## config.mk

```make
export PLATFORM = sky130hd
export DESIGN_NAME = vec_mul_sequencer
export DESIGN_NICKNAME = d
export VERILOG_FILES = /design/src/rtl/vec_mul_pkg.sv /design/src/rtl/vec_mul_seq_delay.sv /design/src/rtl/vec_mul_sequencer.sv
export SDC_FILE = /design/constraint.sdc
export NUM_CORES = 1
export LEC_CHECK = 0
export CORE_ASPECT_RATIO = 0.7
export CORE_MARGIN = 2
export CORE_UTILIZATION = 59
export CTS_BUF_LIST = sky130_fd_sc_hd__clkbuf_4
export CTS_CLUSTER_DIAMETER = 40
export DETAILED_ROUTE_END_ITERATION = 10
export MAX_ROUTING_LAYER = met4
export PLACE_DENSITY = 0.89
export SLEW_MARGIN = 20
export SYNTH_ARGS = -nofsm -noshare
export SYNTH_HDL_FRONTEND = slang
export SYNTH_SLANG_ARGS = --single-unit
```

## constraint.sdc

```tcl
create_clock -name clk -period 4 [get_ports clk]
set_input_delay 0.6 -clock clk [delete_from_list [all_inputs] [get_ports clk]]
set_output_delay 0.6 -clock clk [all_outputs]
set_load 0.05 [all_outputs]
```

## src/rtl/vec_mul_pkg.sv

```systemverilog
// rtl/vec_mul_pkg.sv - shared state encoding and default sizes for the vector-multiply sequencer
//
// Purpose: state type for the sequencer FSM and the default address width and
//          datapath latency shared with the top level.
// Ports:   none (package).

package vec_mul_pkg;

   localparam int ADDRESSSIZE_DEF  = 10;
   localparam int PIPE_LATENCY_DEF = 3;

   typedef enum logic [2:0] {
      IDLE   = 3'd0,
      LOAD_W = 3'd1,
      RELOAD = 3'd2,
      STREAM = 3'd3,
      DRAIN  = 3'd4,
      DONE   = 3'd5
   } seq_state_t;

endpackage

```

## src/rtl/vec_mul_seq_delay.sv

```systemverilog
// rtl/vec_mul_seq_delay.sv - valid delay line from unified-buffer read to results write
//
// Purpose: PIPE_LATENCY-deep shift register carrying the read-valid bit down to
//          the results-SRAM write enable, matching the datapath latency.
// Ports:   clk   - clock, rising edge
//          rstn  - asynchronous active-low reset, clears the line
//          flush - synchronous clear; the bit entering this cycle is dropped too
//          din   - read valid (ub_rd_en)
//          dout  - din delayed by PIPE_LATENCY cycles (res_wr_en)

module vec_mul_seq_delay
   import vec_mul_pkg::*;
#(
   parameter int PIPE_LATENCY = PIPE_LATENCY_DEF
) (
   input  logic clk,
   input  logic rstn,
   input  logic flush,
   input  logic din,
   output logic dout
);

   logic [PIPE_LATENCY-1:0] sr_q;
   logic [PIPE_LATENCY-1:0] sr_d;

   // Shift toward the MSB; the truncating cast also covers PIPE_LATENCY=1.
   always_comb begin
      sr_d = sr_q;
      if (flush) begin
         sr_d = '0;
      end else begin
         sr_d = PIPE_LATENCY'({sr_q, din});
      end
   end

   always_ff @(posedge clk or negedge rstn) begin
      if (!rstn) begin
         sr_q <= '0;
      end else begin
         sr_q <= sr_d;
      end
   end

   assign dout = sr_q[PIPE_LATENCY-1];

endmodule

```

## src/rtl/vec_mul_sequencer.sv

```systemverilog
// rtl/vec_mul_sequencer.sv - start/done sequencer for one vector-multiply job
//
// Purpose: optionally pops a weight set and pulses weight_reload, streams N
//          unified-buffer reads, and issues the N matching results-SRAM writes
//          PIPE_LATENCY cycles later.
// Ports:   clk, rstn                   - clock, asynchronous active-low reset
//          start, reload_weights       - job request and weight-reload option
//          src_base, dst_base, vec_count - job parameters, sampled with start
//          abort                       - synchronous job cancel
//          fifo_empty                  - weight FIFO empty flag
//          fifo_read_enable, weight_reload - weight FIFO pop / array latch enable
//          ub_rd_en, ub_addr           - unified-buffer read
//          res_wr_en, res_addr         - results-SRAM write
//          busy, done, err             - status: not idle / completion / refused

module vec_mul_sequencer
   import vec_mul_pkg::*;
#(
   parameter int ADDRESSSIZE   = ADDRESSSIZE_DEF,
   parameter int PIPE_LATENCY  = PIPE_LATENCY_DEF,
   parameter int RELOAD_CYCLES = 1
) (
   input  logic                   clk,
   input  logic                   rstn,
   input  logic                   start,
   input  logic                   reload_weights,
   input  logic [ADDRESSSIZE-1:0] src_base,
   input  logic [ADDRESSSIZE-1:0] dst_base,
   input  logic [ADDRESSSIZE-1:0] vec_count,
   input  logic                   abort,
   input  logic                   fifo_empty,
   output logic                   fifo_read_enable,
   output logic                   weight_reload,
   output logic                   ub_rd_en,
   output logic [ADDRESSSIZE-1:0] ub_addr,
   output logic                   res_wr_en,
   output logic [ADDRESSSIZE-1:0] res_addr,
   output logic                   busy,
   output logic                   done,
   output logic                   err
);

   localparam logic [ADDRESSSIZE-1:0] ONE     = ADDRESSSIZE'(1);
   localparam logic [ADDRESSSIZE-1:0] RL_LAST = ADDRESSSIZE'(RELOAD_CYCLES - 1);

   seq_state_t             state_q, state_d;
   logic [ADDRESSSIZE-1:0] n_q, n_d;
   logic [ADDRESSSIZE-1:0] cnt_q, cnt_d;        // reload cycles, then reads issued
   logic [ADDRESSSIZE-1:0] wr_cnt_q, wr_cnt_d;  // writes issued
   logic [ADDRESSSIZE-1:0] ub_addr_q, ub_addr_d;
   logic [ADDRESSSIZE-1:0] res_addr_q, res_addr_d;
   logic                   err_q, err_d;
   logic                   flush;

   always_comb begin
      state_d    = state_q;
      n_d        = n_q;
      cnt_d      = cnt_q;
      wr_cnt_d   = wr_cnt_q;
      ub_addr_d  = ub_addr_q;
      res_addr_d = res_addr_q;
      err_d      = 1'b0;
      flush      = 1'b0;

      // Write-side bookkeeping runs off the delayed valid, independent of state.
      if (res_wr_en) begin
         res_addr_d = res_addr_q + ONE;
         wr_cnt_d   = wr_cnt_q + ONE;
      end

      case (state_q)
         IDLE: begin
            if (start) begin
               if (reload_weights && fifo_empty) begin
                  err_d = 1'b1;
               end else begin
                  n_d        = vec_count;
                  ub_addr_d  = src_base;
                  res_addr_d = dst_base;
                  cnt_d      = '0;
                  wr_cnt_d   = '0;
                  if (vec_count == '0) begin
                     state_d = DONE;
                  end else if (reload_weights) begin
                     state_d = LOAD_W;
                  end else begin
                     state_d = STREAM;
                  end
               end
            end
         end
         LOAD_W: begin
            cnt_d   = '0;
            state_d = RELOAD;
         end
         RELOAD: begin
            if (cnt_q == RL_LAST) begin
               cnt_d   = '0;
               state_d = STREAM;
            end else begin
               cnt_d = cnt_q + ONE;
            end
         end
         STREAM: begin
            ub_addr_d = ub_addr_q + ONE;
            cnt_d     = cnt_q + ONE;
            if (cnt_q == n_q - ONE) begin
               state_d = DRAIN;
            end
         end
         DRAIN: begin
            if (res_wr_en && (wr_cnt_q == n_q - ONE)) begin
               state_d = DONE;
            end
         end
         DONE: begin
            state_d = IDLE;
         end
         default: begin
            state_d = IDLE;
         end
      endcase

      if (abort && (state_q != IDLE)) begin
         state_d = IDLE;
         flush   = 1'b1;
      end
   end

   always_ff @(posedge clk or negedge rstn) begin
      if (!rstn) begin
         state_q    <= IDLE;
         n_q        <= '0;
         cnt_q      <= '0;
         wr_cnt_q   <= '0;
         ub_addr_q  <= '0;
         res_addr_q <= '0;
         err_q      <= 1'b0;
      end else begin
         state_q    <= state_d;
         n_q        <= n_d;
         cnt_q      <= cnt_d;
         wr_cnt_q   <= wr_cnt_d;
         ub_addr_q  <= ub_addr_d;
         res_addr_q <= res_addr_d;
         err_q      <= err_d;
      end
   end

   vec_mul_seq_delay #(
      .PIPE_LATENCY(PIPE_LATENCY)
   ) u_delay (
      .clk  (clk),
      .rstn (rstn),
      .flush(flush),
      .din  (ub_rd_en),
      .dout (res_wr_en)
   );

   assign fifo_read_enable = (state_q == LOAD_W);
   assign weight_reload    = (state_q == RELOAD);
   assign ub_rd_en         = (state_q == STREAM);
   assign busy             = (state_q != IDLE);
   assign done             = (state_q == DONE);
   assign err              = err_q;
   assign ub_addr          = ub_addr_q;
   assign res_addr         = res_addr_q;

endmodule

```

### Yosys cells after proc, flatten, opt, wreduce, memory -nomap -nowiden

Cells that the tools add are included.

| storage, ports and cells | value |
|---|---|
| output and inout bits | 27 |
| input bits | 36 |
| word-level logic and storage cells | 70 |
| flip-flop bits (word level) | 57 |

| cells by class | value |
|---|---|
| eq/ne operators | 14 |
| $add $sub $neg | 5 |
| mux-type cells | 29 |
| bitwise gates (word level) | 1 |
| reduce and logical (&&, ||, !) cells | 13 |

Operator list:

| cell | count |
|---|---|
| $mux W10 | 13 |
| $add A10 B1 Y10 const B | 4 |
| $pmux W10 S4 | 1 |
| $mux W3 | 8 |
| $eq A10 B10 Y1 | 2 |
| $logic_not A10 Y1 | 2 |
| $pmux W10 S2 | 1 |
| $pmux W3 S5 | 1 |
| $ne A3 B3 Y1 const B | 4 |
| $sub A10 B1 Y10 const B | 1 |
| $reduce_and A3 Y1 | 3 |
| $eq A3 B2 Y1 const B | 2 |
| $eq A3 B3 Y1 const B | 2 |
| $reduce_and A5 Y1 | 1 |
| $mux W1 | 4 |
| $ne A2 B2 Y1 const B | 2 |
| $reduce_bool A4 Y1 | 1 |
| $eq A3 B1 Y1 const B | 1 |
| $logic_and A1 B1 Y1 | 3 |
| $logic_not A3 Y1 | 1 |
| $ne A3 B1 Y1 const B | 1 |
| $reduce_bool A3 Y1 | 1 |
| $mux W2 | 1 |
| $reduce_bool A2 Y1 | 1 |
| $not A1 Y1 | 1 |

### Logic depth before layout (Yosys ltp)

| depth | value |
|---|---|
| word-level depth | 6 |
| mapped depth | 9 |
| mapped depth without buffers | 8 |

### Hierarchy

A second synthesis with hierarchy kept.

| unflattened totals | value |
|---|---|
| cells, all modules | 401 |
| area, all modules | 3,437.0 um2 |

By module, submodules not included:

| module | instances | area each (um2) | cells an instance | sequential area each (um2) |
|---|---|---|---|---|
| vec_mul_sequencer | 1 | 3,343.2 | 395 | 1,351.3 |
| vec_mul_seq_delay | 1 | 93.8 | 6 | 75.1 |

### Worst setup path after synthesis

No wires, ideal clock.

| path | value |
|---|---|
| path type | register to register |
| start point | register state_q[0] |
| end point | register state_q[2] |
| period minus slack after synthesis | 2.493 ns |
| setup time | 0.119 ns |
| buffers on the path | 0 |
| setup slack | 1.507 ns |
| arrival | 2.374 ns |
| data required time | 3.881 ns |
| stages on the path, launching flop included | 7 |
| cells stage by stage | dfrtp_1 > nor3b_1 > o41a_1 > a31oi_1 > o21ai_0 > o41ai_1 > and2_1 |

| on the way | value |
|---|---|
| elaborated cells between the ends (all ways) | 15 |
| those cells by class | eq/ne: 9; mux: 2; reduce/logical: 4 |

RTL lines:

| what | RTL line | RTL |
|---|---|---|
| from (decl) | vec_mul_sequencer.sv:46 | `seq_state_t state_q, state_d;` |
| from (signal assigned) | vec_mul_sequencer.sv:140 | `state_q <= state_d;` |
| $eq A3 B2 Y1 (*) | -- |  |
| net weight_reload | vec_mul_sequencer.sv:33 | `output logic weight_reload,` |
| $ne A3 B1 Y1 (no source line) / $pmux W3 S5 (equally long branches) | -- |  |
| $reduce_and A5 Y1 (no source line) / $mux W3 (equally long branches) | -- |  |

Mark *: on every way through the listed nets, which the timed path passes. The rest lies on a longest branch.
A chain may end at the register's enable or synchronous reset.

### Final worst setup path

| path | value |
|---|---|
| start point | register state_q[2] |
| end point | output port ub_rd_en |

| on the way | value |
|---|---|
| cells in the longest elaborated chain, start to end | 1 |

Ends and longest elaborated chain:

| what | RTL line | RTL |
|---|---|---|
| $eq A3 B2 Y1 | vec_mul_sequencer.sv:162 | `assign ub_rd_en = (state_q == STREAM);` |
| to (decl) | vec_mul_sequencer.sv:34 | `output logic ub_rd_en,` |

Every way passes these cells.

==> run summary <==
By area the synthesized netlist is led by dfrtp_1 42%, nand2_1 7.0%, xor2_1 5.9%. The first-pass GRT wire length came out at 13850 microns. The critical path is of the reg2out type.

The number of hold buffers added after cts came out at 0. The gate count of the mapped netlist is 396. The maximum clock rate is 328.3 MHz. The maximum fanout encountered on the critical timing path came out at 11. The area of the multi-input gates is 0.001881 sq mm.

Setup repair after global routing left no endpoint under its margin. The post-synth net total came out at 438. The final total negative setup slack is 0 ns.

TritonCTS built the clock tree. The power density of the placed cells is 769.9 mW/mm^2. The detailed-route via count is 3132. The final global-route overflow total is 0. The maximum single-stage delay on the critical path came out at 0.86 ns. The path class of the tightest hold or removal check is in2async. VDD sags by at most 0.5836 mV. The quantity of I/O buffers inserted on ports came out at 62.

The area enclosed by the die boundary is 0.006442 sq mm. The pre-antenna-repair detailed-routing pass consisted of 5 iterations. The total of endpoints with negative setup slack in the final report came out at 0.

The routed wire length per instance came out at 15.76 microns. The clock-pin slew on the worst setup and hold paths came out at 0.11 ns. In this run, post-CTS repair resized a total of 0 instances. The nature of the critical path endpoint is an output port. The slowest stage cell on the critical path is clkdlybuf4s50_1.

After detailed routing, the total wire length is 8415 microns. The fill cell instance count of the final layout is 385. In the synthesized netlist the async set-or-reset flop fraction comes to 100.0%. The via density per instance is 5.865. After detailed placement, the design holds a cell count of 518. The total global-route track usage is 29.37%. The number of cells in the finished layout apart from fillers is 534.

The actual slew at the worst max-slew pin came out at 0.6939 ns. After synthesis, the largest area contributor takes up 41.64% of total cell area. The number of setup buffers added after CTS is 0.

The layout overhead on the synthesized area came out at 23.05%. The largest net degree at the start of global routing is 37. The count of max-cap constraint violations came out at 0. The later pin in the worst-skew pair is clocked with a latency of 0.41 ns. Of all cell types, the one taking the most synthesized area is dfrtp_1.

In this run the clock root is driven by a clkbuf_4. For this configuration, the core starts out at a cell density of 60.43%. The H-tree depth is 3. The count of routing violations after the opening detailed-route iteration is 259. The clock period minus final worst setup slack is 3.046 ns. The dominant cell by count in the synthesized netlist is nand2_1. The average instance in the mapped netlist occupies 8.651 sq um. For this run, the number of Yosys warnings is 0. The wire length on met2 came out at 3812 microns. The highest signal layer in the routed design is met4. Buffers inserted during clock tree synthesis total 9. The nature of the critical path startpoint is a register. The last weighted congestion value of the routability-driven placer came out at 0.9071.

The die extent in x is 95.08 microns. The final hold violation count came out at 0. The placeable core area came out at 0.005669 sq mm.

Summed over all cells, the static leakage comes to 1.763 nW. The post-synth design cell area came out at 0.003426 sq mm. The antenna violation net count after detailed routing came out at 0. The number of antenna violations at the first check in global routing is 0. For this run, the post-layout net count is 496. In the synthesized netlist, the cells that appear most often are 64 x nand2_1, 57 x dfrtp_1, 48 x nor2_1, 23 x xor2_1, 21 x xnor2_1. The number of top-level pins is 63. In the final routing, the length of wire on met1 measures 3841 microns. The post-route clock period utilization came out at 76.14%.

For the worst setup path, the data required time is 3.40 ns. The count of different cell masters after synthesis is 54. In this run the vertical extent of the chip is 67.76 microns. The number of max-slew violations in the final report was 0.

For this run, design rule violations remaining after detail routing come to 0. 0 antenna diodes ended up in the layout. Measured against its own limit, the worst slew margin works out to 53.74%. Registers take 0.001426 sq mm.

Traced cell by cell, the critical path runs through inv_2 -> nand3_1 -> inv_2 -> clkdlybuf4s50_1. The worst endpoint data arrival time came out at 2.45 ns. The buffer depth of the longest clock path is 2. The most used flip-flop cell after synthesis is dfrtp_1. The number of enable flip-flop cells after synthesis came out at 0. The layout cell share with drive strength beyond 1 came out at 6.536%. The most numerous cell type found on the critical path is inv_2.

The number of global-route vias before repair was 2910. The post-synthesis sequential area ratio came out at 41.64%. The total met3 wirelength after detailed routing is 632 microns.

The number of flip-flops and latches in the synthesized netlist came out at 57. The flow ran to the end, and the final reports show no timing, DRC or antenna violations. The worst clock skew came out at 0.01372 ns. The detailed-placement wirelength estimate came out at 6147 microns. The tightest hold path in the finished design has a slack of 0.1525 ns. The TritonCTS sink count is 57. The cell row count is 23.
report_power, final:
part,switching (mW),total [mW],leakage [nW],internal [mW]
Sequential,0.301,1.06,0.721,0.760
Clock,0.228,0.416,0.0679,0.189
Combinational,1.10,1.77,0.974,0.672
Total,1.63,3.25,1.76,1.62
cells by family (layout without fill, tap and decap cells):
kind of cell,count (synthesis),count (layout),share of synthesized area (%)
AO/OA/AOI/OAI,63,63,11.47
XOR/XNOR,45,45,11.91
adder cells (fa/ha/maj),6,6,2.191
buffers and inverters,28,91,3.543
flip-flops,57,57,41.64
multiplexers,3,3,0.8766
AND/OR/NAND/NOR,194,194,28.38
through the flow:
stage                     util (%)  power (mW)  area [sq um]  setup WS [ns]
after floorplan                  -       2.301          3426          1.507
after global placement       71.90       2.740          4076          1.352
after detailed placement     71.90       2.814          4076          1.117
after CTS                    74.35       3.238          4215         0.9410
after global routing         74.35       3.455          4215         0.8293
final                        74.35       3.246          4215         0.9542
worst paths after layout:
kind	start	endpoint	slack [ns]	depth (start not counted)
max in group asynchronous	rstn	state_q[0]	3.00	2
worst max register to register	cnt_q[6]	state_q[0]	1.22	6
worst max-delay path	state_q[2]	ub_rd_en	0.95	4
min in group clk	u_delay.sr_q[1]	u_delay.sr_q[2]	0.49	1
worst min register to register	u_delay.sr_q[1]	u_delay.sr_q[2]	0.49	1
worst min-delay path	rstn	wr_cnt_q[9]	0.15	1
worst max-delay path, delay by kind of cell (launching register included):
family	cells	cell delay, ns
and+or+nand+nor	1	0.34
DFF	1	0.44
buffers and inverters	3	1.26
sequential cells by signal (all words and copies together), names as in the netlist:
name          count
cnt_q            10
n_q              10
res_addr         10
ub_addr          10
wr_cnt_q         10
state_q           3
u_delay.sr_q      3
err               1
cell usage in the layout, fill, tap and decap left out, drive strengths merged, types with 4 or more instances in the layout:
master,netlist,layout
nand2,64,64
o22ai,6,6
and2,4,4
inv,10,10
xnor2,21,21
nand2b,5,5
nand3,18,18
nor2b,6,6
buf,4,4
o21ai,23,23
xor2,23,23
or4,4,4
nor2,48,48
a21oi,13,13
dfrtp,57,57
nand4,14,14
nor4,5,5
clkbuf,14,9
and3,7,7
nor3,4,4
clkdlybuf4s50,0,61
ha,6,6
cell type report:
class                   count  area share [%]
inverters                  10          0.8905
clock buffers               9           1.603
well taps                  75           2.226
multi-input cells         311           44.61
repair buffers             65           15.14
flip-flops and latches     57           33.84
clock inverters             7           1.692
routing by layer:
layer,vias to the layer above,track usage [%]
met3,13,7.366
met1,1495,39.49
li1,1496,-
met2,128,43.57
met4,0,10.14
met5,-,-
Note: power is estimated with default switching activity, not from simulation.
